$ cat src/rtl/plab2_proc_mem_arbiter.sv
// Round-robin arbiter that shares one memory port between the instruction (in0)
// and data (in1) ports, and routes in-order responses back through a FIFO of source IDs.
module plab2_proc_mem_arbiter #(
  parameter int unsigned p_max_outstanding = 4,
  parameter int unsigned p_req_nbits       = 77,
  parameter int unsigned p_resp_nbits      = 45
) (
  input  logic                    clk,
  input  logic                    reset,

  input  logic [p_req_nbits-1:0]  in0_req_msg,
  input  logic                    in0_req_val,
  output logic                    in0_req_rdy,
  input  logic                    in0_req_domain,
  output logic [p_resp_nbits-1:0] in0_resp_msg,
  output logic                    in0_resp_val,
  input  logic                    in0_resp_rdy,

  input  logic [p_req_nbits-1:0]  in1_req_msg,
  input  logic                    in1_req_val,
  output logic                    in1_req_rdy,
  input  logic                    in1_req_domain,
  output logic [p_resp_nbits-1:0] in1_resp_msg,
  output logic                    in1_resp_val,
  input  logic                    in1_resp_rdy,

  output logic [p_req_nbits-1:0]  mem_req_msg,
  output logic                    mem_req_val,
  input  logic                    mem_req_rdy,
  output logic                    mem_req_domain,
  input  logic [p_resp_nbits-1:0] mem_resp_msg,
  input  logic                    mem_resp_val,
  output logic                    mem_resp_rdy,

  output logic                    err_unexp_resp
);

  localparam int unsigned AW = $clog2(p_max_outstanding);
  localparam int unsigned CW = AW + 1;

  typedef enum logic {PRI_IN0 = 1'b0, PRI_IN1 = 1'b1} pri_t;

  pri_t                         pri, pri_next;
  logic [AW-1:0]                head, tail;
  logic [CW-1:0]                count;
  logic [p_max_outstanding-1:0] ids;

  logic can_issue, gnt0, gnt1, push, pop, nonempty, head_id;

  always_comb begin
    can_issue = (count < CW'(p_max_outstanding));
    gnt0      = in0_req_val & (~in1_req_val | (pri == PRI_IN0));
    gnt1      = in1_req_val & (~in0_req_val | (pri == PRI_IN1));

    mem_req_val    = reset & can_issue & (in0_req_val | in1_req_val);
    mem_req_msg    = gnt1 ? in1_req_msg    : in0_req_msg;
    mem_req_domain = gnt1 ? in1_req_domain : in0_req_domain;
    in0_req_rdy    = reset & can_issue & gnt0 & mem_req_rdy;
    in1_req_rdy    = reset & can_issue & gnt1 & mem_req_rdy;
    push           = mem_req_val & mem_req_rdy;

    pri_next = pri;
    if (push) pri_next = gnt1 ? PRI_IN0 : PRI_IN1;

    // Responses are steered by the oldest outstanding ID; nothing is accepted when empty.
    nonempty     = (count != '0);
    head_id      = ids[head];
    in0_resp_msg = mem_resp_msg;
    in1_resp_msg = mem_resp_msg;
    in0_resp_val = reset & nonempty & mem_resp_val & ~head_id;
    in1_resp_val = reset & nonempty & mem_resp_val &  head_id;
    mem_resp_rdy = reset & nonempty & (head_id ? in1_resp_rdy : in0_resp_rdy);
    pop          = mem_resp_val & mem_resp_rdy;
  end

  always_ff @(posedge clk or negedge reset) begin
    if (!reset) begin
      pri            <= PRI_IN0;
      head           <= '0;
      tail           <= '0;
      count          <= '0;
      ids            <= '0;
      err_unexp_resp <= 1'b0;
    end else begin
      pri <= pri_next;
      if (push) begin
        ids[tail] <= gnt1;
        tail      <= tail + AW'(1);
      end
      if (pop) head <= head + AW'(1);
      case ({push, pop})
        2'b10:   count <= count + CW'(1);
        2'b01:   count <= count - CW'(1);
        default: count <= count;
      endcase
      if (mem_resp_val && !nonempty) err_unexp_resp <= 1'b1;
    end
  end

endmodule

$ cat config.mk
export PLATFORM = sky130hd
export DESIGN_NAME = plab2_proc_mem_arbiter
export DESIGN_NICKNAME = d
export VERILOG_FILES = /design/src/rtl/plab2_proc_mem_arbiter.sv
export SDC_FILE = /design/constraint.sdc
export NUM_CORES = 1
export LEC_CHECK = 0
export CAP_MARGIN = 20
export CORE_AREA = 8 8 142 144
export DETAILED_ROUTE_END_ITERATION = 16
export DIE_AREA = 0 0 150 152
export PLACE_DENSITY = 0.65
export SYNTH_ARGS = -nofsm -noshare
export SYNTH_HDL_FRONTEND = slang
export SYNTH_SLANG_ARGS = --single-unit
$ cat constraint.sdc
create_clock -name clk -period 4.05 [get_ports clk]
set_input_delay 0.6075 -clock clk [delete_from_list [all_inputs] [get_ports clk]]
set_output_delay 0.6075 -clock clk [all_outputs]
set_load 0.005 [all_outputs]
==> results_dict.tcl <==
set metrics [dict create \
    cts_tree "done" \
    min_from "err_unexp_resp" \
    powerDensity_nw_per_um2 304 \
    clockBufferDepth 2 \
    rsz0062_at_grt "false" \
    max_stage_delay_ns 0.55 \
    met3_usage 0.0642 \
    nFillCells 1950 \
    track_usage 0.100 \
    critPathKind "primary input to output pin" \
    synthCells 414 \
    synth-edff-count 0 \
    synthArstFlopShare 1.00 \
    cp-end-kind "output pin" \
    path_delay_family "buffers and inverters" \
    num_vias 2900 \
    gp_congestion 0.738 \
    synthFlopType "dfrtp_1" \
    setup-violations-final 0 \
    synthDistinctLibCells 30 \
    yosysMostFrequentCell "nand2_1" \
    cap_viol_max_count 0 \
    cts.repair.resized 0 \
    grt_pass1_wl_mm 17.9 \
    ant_nets 0 \
    avgSynthCellArea_um2 5.85 \
    initial_core_util 0.136 \
    arrival_ns 2.53 \
    worstHoldEndpoint "err_unexp_resp" \
    core_area_um2 17800 \
    outcome "completed" \
    num_rows 49 \
    grt_busiest_layer "met2" \
    htreeDepth 1 \
    slew_headroom 0.641 \
    cts_sinks 13 \
    met1_usage 0.0891 \
    reg2regPathDepth 10 \
    fin_crit_ns 3.14 \
    synth_area_leaders "nand2_1 38%, buf_4 28%, dfrtp_1 13%" \
    slowest_stage "clkdlybuf4s50_1" \
    cp.buffers_inverters 3 \
    root_buffer "clkbuf_16" \
    n_antenna_cell 0 \
    yosysSeqAreaShare 0.134 \
    drtIter0Drc 95 \
    wl_mm 12.4 \
    drv_slew 0 \
    drc 0 \
    antenna_found_initial 0 \
    power.leakage_nw 2.09 \
    pin_count 384 \
    irDropWorstVdd_mv 0.174 \
    grt_pass1_vias 3010 \
    finalCritPeriodShare 0.775 \
    min_path_type "flop to flop" \
    r2r_start "head[1]" \
    ys_warn_count 0 \
    port_buffers 248 \
    ys_ff_latch 13 \
    cts_hold_buffers 0 \
    final.setup.worst_slack_ns 0.911 \
    crit_start "in1_req_val" \
    drive_above_1_share 0.0319 \
    reg2reg_to "count[2]" \
    die_area_um2 22800 \
    synth.cell_area_um2 2420 \
    grt_start_max_net_pins 53 \
    reg2reg_slack_ns 1.73 \
    final.setup.tns_ns 0 \
    cp.required_ns 3.44 \
    worst_clock_skew_ns 0.000935 \
    synth_top_area_frac 0.375 \
    area_growth_syn_to_layout_pct 87.8 \
    crit_chain "clkdlybuf4s50_1, and2_2, buf_4, nand2_1, nand2_1, clkdlybuf4s50_1" \
    numCtsBuffers 3 \
    synth_top_area_cell "nand2_1" \
    synthTopCellsByCount "242 x nand2_1, 91 x buf_4, 13 x dfrtp_1, 9 x buf_2" \
    grt_util_met2 0.183 \
    dpl.hpwl_mm 10.9 \
    cp-start-kind "primary input" \
    worstSkewPairLatency_ns 0.24 \
    tightest_slew_ns 0.539 \
    layout.nets 780 \
    cts_setup_buffers 0 \
    die_h_um 152 \
    dp_slack_ns 0.860 \
    min_path_cells 1 \
    drt_first_pass_iters 4 \
    avgViaCountPerCell 3.66 \
    die-width_um 150 \
    max_freq_ghz 0.319 \
    cts.reportedPaths.clkPinSlew_ns 0.04 \
    overflow 0 \
    synth_fp_nets 629 \
    crit_path_max_fanout 47 \
    hold_viol 0 \
    wire_per_inst_um 15.6 \
]
==> worst register-to-register path, stage by stage, from the launching register on <==
cell and delay, ns:
dfrtp_1 0.40, mux2i_1 0.32, mux2i_1 0.17, mux2i_1 0.17
nor2_1 0.14, ha_1 0.20, inv_1 0.06, fa_1 0.37
xor2_1 0.15, nor2_1 0.12, xor2_1 0.15
==> where the power goes <==
part	switching, mW	leakage [nW]	internal, mW	total (mW)
Sequential	0.0499	0.155	0.194	0.244
Combinational	0.384	1.90	0.566	0.950
Clock	0.0542	0.0382	0.133	0.187
Total	0.488	2.09	0.893	1.38
==> sequential cells by signal, summed over array words and instances (netlist names) <==
name and count:
tail 2, ids 4, head 2, pri 1, count 3, err_unexp_resp 1
==> cell families after synthesis <==
kind of cell | Yosys count | share of synthesized area
buffers and inverters | 114 | 0.325
muxes | 11 | 0.0475
xor gates and xnor gates | 5 | 0.0181
DFF | 13 | 0.134
AOI/OAI and AO/OA | 6 | 0.0150
adders and majority gates | 6 | 0.0341
and+or+nand+nor | 259 | 0.426
==> metrics by stage <==
stage	hold WS, ns	instances	util	cell area (um2)	power [mW]
3_3_place_gp	0.464	789	0.251	4470	1.20
5_1_grt	0.521	793	0.256	4550	1.50
2_1_floorplan	0.312	414	-	2420	0.725
6_report	0.477	793	0.256	4550	1.38
4_1_cts	0.483	793	0.256	4550	1.41
3_5_place_dp	0.473	789	0.251	4470	1.21
==> area by class of cell <==
type	count	area, um2	area share
timing repair buffer	253	2520	0.554
tap	229	287	0.0630
sequential	13	325	0.0715
clock buffer	4	78.8	0.0173
multi-input combinational	287	1310	0.289
inverter	7	26.3	0.00578
==> how the worst max path moves through the flow <==
| stage | slack (ns) | cells past startpoint | endpoint |
|---|---|---|---|
| floorplan | 1.98 | 10 | count[2] |
| global placement | 0.87 | 7 | mem_req_msg[69] |
| detailed placement | 0.86 | 7 | mem_req_msg[69] |
| CTS | 0.86 | 7 | mem_req_msg[69] |
| global route | 0.76 | 7 | mem_req_msg[69] |
| finish | 0.91 | 6 | mem_req_msg[33] |
==> layer usage <==
layer,vias up,wire [um]
met4,0,214
met1,1204,3800
met3,21,2170
met2,218,6170
met5,-,0
li1,1457,-
==> cells in the final DEF (no fill, tap or decap), types with 2 or more instances in the layout <==
master           count
buf_4                5
clkbuf_16            3
clkdlybuf4s50_1    248
dfrtp_1             13
ha_1                 5
inv_1                7
mux2_2               4
mux2i_1              7
nand2_1            241
nor2_1               6
o21ai_0              2
xnor2_1              2
xor2_1               3
Power figures use the tool's default switching activity.
